<file path="src/rtl/fp_conv_arbiter_pkg.sv">
// fp_conv_arbiter_pkg: shared field widths and FSM state encoding for the converter arbiter
package fp_conv_arbiter_pkg;
  localparam int FP_EXP_W = 4;
  localparam int FP_FRAC_W = 8;
  localparam int INT_W = 8;
  typedef enum logic [1:0] {IDLE = 2'd0, LOAD = 2'd1, RESP = 2'd2} state_t;
endpackage

</file>
<file path="src/rtl/fp_to_int.sv">
// fp_to_int: 13-bit float (sign, exp, normalized frac) to sign-magnitude int; ports sign/exp/frac in, integ/uf/of out
module fp_to_int
  import fp_conv_arbiter_pkg::*;
(
  input  logic                 sign,
  input  logic [FP_EXP_W-1:0]  exp,
  input  logic [FP_FRAC_W-1:0] frac,
  output logic [INT_W-1:0]     integ,
  output logic                 uf,
  output logic                 of
);
  logic nz;
  logic [INT_W-2:0] mag;
  always_comb begin
    nz = frac[FP_FRAC_W-1];
    mag = (INT_W-1)'(({{(INT_W-1){1'b0}}, frac} << exp) >> FP_FRAC_W);
    integ = nz ? {sign, mag} : '0;
    uf = nz && exp == '0;
    of = nz && exp > FP_EXP_W'(7);
  end
endmodule

</file>
<file path="src/rtl/fp_conv_arbiter.sv">
// fp_conv_arbiter: round-robin sharing of one fp_to_int between two requesters; req/operands in, done/busy/owner/result/flag counters out
module fp_conv_arbiter
  import fp_conv_arbiter_pkg::*;
#(
  parameter int CNT_W = 8
) (
  input  logic                   clk,
  input  logic                   reset,
  input  logic [1:0]             req,
  input  logic [1:0]             req_sign,
  input  logic [2*FP_EXP_W-1:0]  req_exp,
  input  logic [2*FP_FRAC_W-1:0] req_frac,
  input  logic                   clr_cnt,
  output logic [1:0]             done,
  output logic                   busy,
  output logic                   owner,
  output logic [INT_W-1:0]       integ,
  output logic                   uf,
  output logic                   of,
  output logic [CNT_W-1:0]       uf_cnt,
  output logic [CNT_W-1:0]       of_cnt
);
  state_t state;
  logic ptr, win, op_sign, c_uf, c_of;
  logic [FP_EXP_W-1:0] op_exp;
  logic [FP_FRAC_W-1:0] op_frac;
  logic [INT_W-1:0] c_integ;
  always_comb begin
    win = (req == 2'b11) ? ~ptr : req[1];
    busy = state != IDLE;
  end
  fp_to_int u_conv (
    .sign (op_sign),
    .exp  (op_exp),
    .frac (op_frac),
    .integ(c_integ),
    .uf   (c_uf),
    .of   (c_of)
  );
  always_ff @(posedge clk or posedge reset) begin
    if (reset) begin
      state <= IDLE;
      done <= '0;
      owner <= 1'b0;
      ptr <= 1'b1;
      integ <= '0;
      uf <= 1'b0;
      of <= 1'b0;
      op_sign <= 1'b0;
      op_exp <= '0;
      op_frac <= '0;
      uf_cnt <= '0;
      of_cnt <= '0;
    end else begin
      case (state)
        IDLE: if (|req) begin
          owner <= win;
          op_sign <= win ? req_sign[1] : req_sign[0];
          op_exp <= win ? req_exp[2*FP_EXP_W-1:FP_EXP_W] : req_exp[FP_EXP_W-1:0];
          op_frac <= win ? req_frac[2*FP_FRAC_W-1:FP_FRAC_W] : req_frac[FP_FRAC_W-1:0];
          state <= LOAD;
        end
        LOAD: begin
          integ <= c_integ;
          uf <= c_uf;
          of <= c_of;
          done <= owner ? 2'b10 : 2'b01;
          state <= RESP;
        end
        RESP: begin
          done <= '0;
          ptr <= owner;
          state <= IDLE;
        end
        default: state <= IDLE;
      endcase
      uf_cnt <= clr_cnt ? '0 : (state == RESP && uf && ~&uf_cnt) ? uf_cnt + 1'b1 : uf_cnt;
      of_cnt <= clr_cnt ? '0 : (state == RESP && of && ~&of_cnt) ? of_cnt + 1'b1 : of_cnt;
    end
  end
endmodule
</file>
<file path="config.mk">
export PLATFORM = sky130hd
export DESIGN_NAME = fp_conv_arbiter
export DESIGN_NICKNAME = d
export VERILOG_FILES = /design/src/rtl/fp_conv_arbiter_pkg.sv /design/src/rtl/fp_to_int.sv /design/src/rtl/fp_conv_arbiter.sv
export SDC_FILE = /design/constraint.sdc
export NUM_CORES = 1
export LEC_CHECK = 0
export CELL_PAD_IN_SITES_DETAIL_PLACEMENT = 1
export CELL_PAD_IN_SITES_GLOBAL_PLACEMENT = 2
export CORE_UTILIZATION = 30
export CTS_CLUSTER_DIAMETER = 120
export CTS_CLUSTER_SIZE = 20
export DETAILED_ROUTE_END_ITERATION = 8
export PLACE_DENSITY_LB_ADDON = 0.08
export SYNTH_ARGS = -nofsm -noshare
export SYNTH_HDL_FRONTEND = slang
export SYNTH_HIERARCHICAL = 1
export SYNTH_SLANG_ARGS = --single-unit
</file>
<file path="constraint.sdc">
create_clock -name clk -period 2.2 [get_ports clk]
set_clock_uncertainty 0.05 [all_clocks]
set_input_delay 0.22 -clock clk [delete_from_list [all_inputs] [get_ports clk]]
set_output_delay 0.22 -clock clk [all_outputs]
set_load 0.02 [all_outputs]
</file>
==> qor.json <==
{
  "syn_area_um2": 2520,
  "antenna-diode-count": 0,
  "worst_skew_pair_later_pin_latency_ps": 310,
  "leakage_nw": 1.41,
  "avgRoutedWirePerCell_um": 14.6,
  "tightestPinTransition_ps": 550,
  "portBuffers": 60,
  "layout-drive-gt1-share": 0.128,
  "grt_pass1_vias": 2096,
  "cts_inserted_buffers": 5,
  "mostFrequentLayoutCell": "sky130_fd_sc_hd__clkdlybuf4s50_1",
  "first_iter_violations": 67,
  "worstSetupEndpoint": "busy",
  "syn-instance-count": 250,
  "r2r_end": "integ[6]",
  "worstRegToRegCells": 5,
  "cp_data_required_time_ps": 1930,
  "setup_violations": 0,
  "dieHeight_um": 93.6,
  "fin_setup_tns_ps": 0,
  "routed-via-count": 2046,
  "worstPathArrival_ps": 1760,
  "share_of_the_core_filled_with_cells_in_the_final_layout": 0.412,
  "synth_area_per_cell_um2": 10.1,
  "share_seq_of_total_power": 0.389,
  "net-switching-power_mw": 1.40,
  "post_cts.repair.setup_buffers": 0,
  "powerDensity_nw_per_um2": 1070,
  "clkSlewWorstSetupHoldPaths_ps": 100,
  "post-route-drc-count": 2,
  "final_critical_path_setup_slack_ps": 173,
  "die_width_um": 93.6,
  "clock_tree_from_tritoncts": "yes",
  "post_detailed_route_via_to_cell_ratio": 4.89,
  "cts_num_sinks": 45,
  "hpwl_um": 4490,
  "timing.critical_path.fanout_max": 4,
  "fmax_ghz": 0.493,
  "synth-seq-area-share": 0.448,
  "num-fill-cells": 912,
  "highest_count_cells_in_the_layout_ignoring_fill_and_taps": "60 x sky130_fd_sc_hd__clkdlybuf4s50_1, 44 x sky130_fd_sc_hd__dfrtp_1, 27 x sky130_fd_sc_hd__nand2_1",
  "internal_power_mw": 2.18,
  "r2r_start": "op_exp[0]",
  "gp_routability_congestion": 0.781,
  "setup_repair_after_global_routing_missed_its_margin": "false",
  "power_frac_clock": 0.180,
  "post_cts.resized_instances": 0,
  "final_hold_violating_endpoints": 0,
  "synth_ff_type": "sky130_fd_sc_hd__dfrtp_1",
  "ios": 61,
  "syn_to_layout_area_delta_pct": 33.7,
  "grt_pass1_wl_um": 10500,
  "detail-route-antenna-nets": 0,
  "antenna_found_initial": 0,
  "design.final.nets": 349,
  "power.share.combinational": 0.431,
  "worst_setup_path_end_kind": "output port",
  "globalRouteOverflowTotal": 0,
  "cts_max_path_buffers": 2,
  "outcome": "complete, but fails checks",
  "initial_core_util": 0.308,
  "total_global_routing_track_utilization": 0.154,
  "post-layout-total-power_mw": 3.59,
  "htree_levels": 2,
  "swShare": 0.391,
  "distinct_cell_type_count_after_synthesis": 53,
  "slew_violations": 0,
  "postSynth.asyncResetShare": 1.00,
  "synth-seq-cells": 45,
  "timing.critical_path.from_type": "flip-flop",
  "die_area_um2": 8760,
  "preCtsSetupSlack_ps": 301,
  "period_share": 0.921,
  "post_syn_nets": 287,
  "core.rowCount": 33,
  "synth_enable_flop_cells": 0,
  "r2r_slack_ps": 280,
  "clock_tree.root_cell": "sky130_fd_sc_hd__clkbuf_8",
  "minimum_clock_period_after_layout_ps": 2030,
  "yosys_warnings": 6,
  "vdd_ir_drop_max_mv": 0.575,
  "violated_checks": "DRC",
  "coreArea_um2": 8180,
  "maxCapViolCount": 0,
  "wirelength_um": 6090,
  "slew_headroom": 0.633,
  "hold_buffers": 0,
  "min_path_type": "in -> async",
  "crit_type": "reg -> out",
  "dr.pass1.iters": 6,
  "maximum_number_of_pins_on_one_net_before_global_route_repair": 46,
  "critical_path.startpoint": "state[0]"
}
[cell type report]
cell class	instances	area (µm²)	area share
Multi-Input combinational cell	184	1300	0.386
Sequential cell	45	1130	0.335
Inverter	10	37.5	0.0112
Tap cell	105	131	0.0390
Timing Repair Buffer	66	658	0.196
Clock buffer	5	68.8	0.0204
Clock inverter	3	43.8	0.0130
[worst min-delay path by stage]
stage	endpoint
after floorplan	state[0]
after global placement	op_sign
after detailed placement	op_sign
after CTS	uf_cnt[7]
after global routing	uf_cnt[7]
final	uf_cnt[7]
[cells in the mapped netlist, drive strengths merged, types with 4 or more instances]
master / number / area [µm²]
nand2: 28 / 108
nand2b: 4 / 25.0
nor3: 6 / 30.0
mux2: 14 / 158
ha: 6 / 75.1
nand3: 7 / 35.0
nor2b: 4 / 25.0
inv: 10 / 37.5
clkbuf: 8 / 30.0
nor2: 14 / 52.6
dfrtp: 44 / 1100
o21ai: 23 / 115
mux2i: 22 / 220
a21oi: 6 / 30.0
o31ai: 5 / 37.5
or4: 5 / 37.5
[sequential cells by signal (all words and copies together) (netlist names)]
name	count
done	2
state	2
integ	8
of_cnt	8
owner	1
op_sign	1
of	1
op_frac	8
ptr	1
uf_cnt	8
uf	1
op_exp	4
[routing by layer]
layer,part of all wire,vias to the layer above,track usage,wire (µm)
met5,0,-,0,0
met4,0.013,0,0.0500,80
met3,0.038,5,0.0309,231
met2,0.42,41,0.232,2580
met1,0.53,978,0.220,3200
li1,-,1022,-,-
[worst max-delay path, cell delays in order (launching register included)]
cell and delay [ps]:
sky130_fd_sc_hd__dfrtp_1 420, sky130_fd_sc_hd__inv_1 90, sky130_fd_sc_hd__ha_1 240, sky130_fd_sc_hd__inv_1 100, sky130_fd_sc_hd__clkdlybuf4s50_1 610
[power by group through the flow]
stage | sequential, mW | combinational, mW | clock, mW
after floorplan | 1.36 | 1.03 | 0
after global placement | 1.42 | 1.55 | 0
after detailed placement | 1.42 | 1.55 | 0
after CTS | 1.41 | 1.56 | 0.671
after global routing | 1.46 | 1.70 | 0.699
final | 1.40 | 1.55 | 0.644
[per-stage QoR]
step / std cells / instance area (µm²) / hold slack, ps
final: 418 / 3370 / 205
after global routing: 418 / 3370 / 250
after CTS: 418 / 3370 / 217
after detailed placement: 410 / 3250 / 414
after global placement: 410 / 3250 / 407
after floorplan: 250 / 2520 / 299
[logic make-up (layout without fill, tap and decap cells)]
logic type               Yosys count  in the layout  share of synthesized area
XOR/XNOR                           6              6                     0.0209
AO/OA/AOI/OAI                     54             54                      0.148
AND/OR/NAND/NOR                   82             82                      0.168
buffers and inverters             21             84                     0.0363
flip-flops                        45             45                      0.448
adder cells (fa/ha/maj)            6              6                     0.0298
multiplexers                      36             36                      0.150
(Power assumes the default switching activity.)
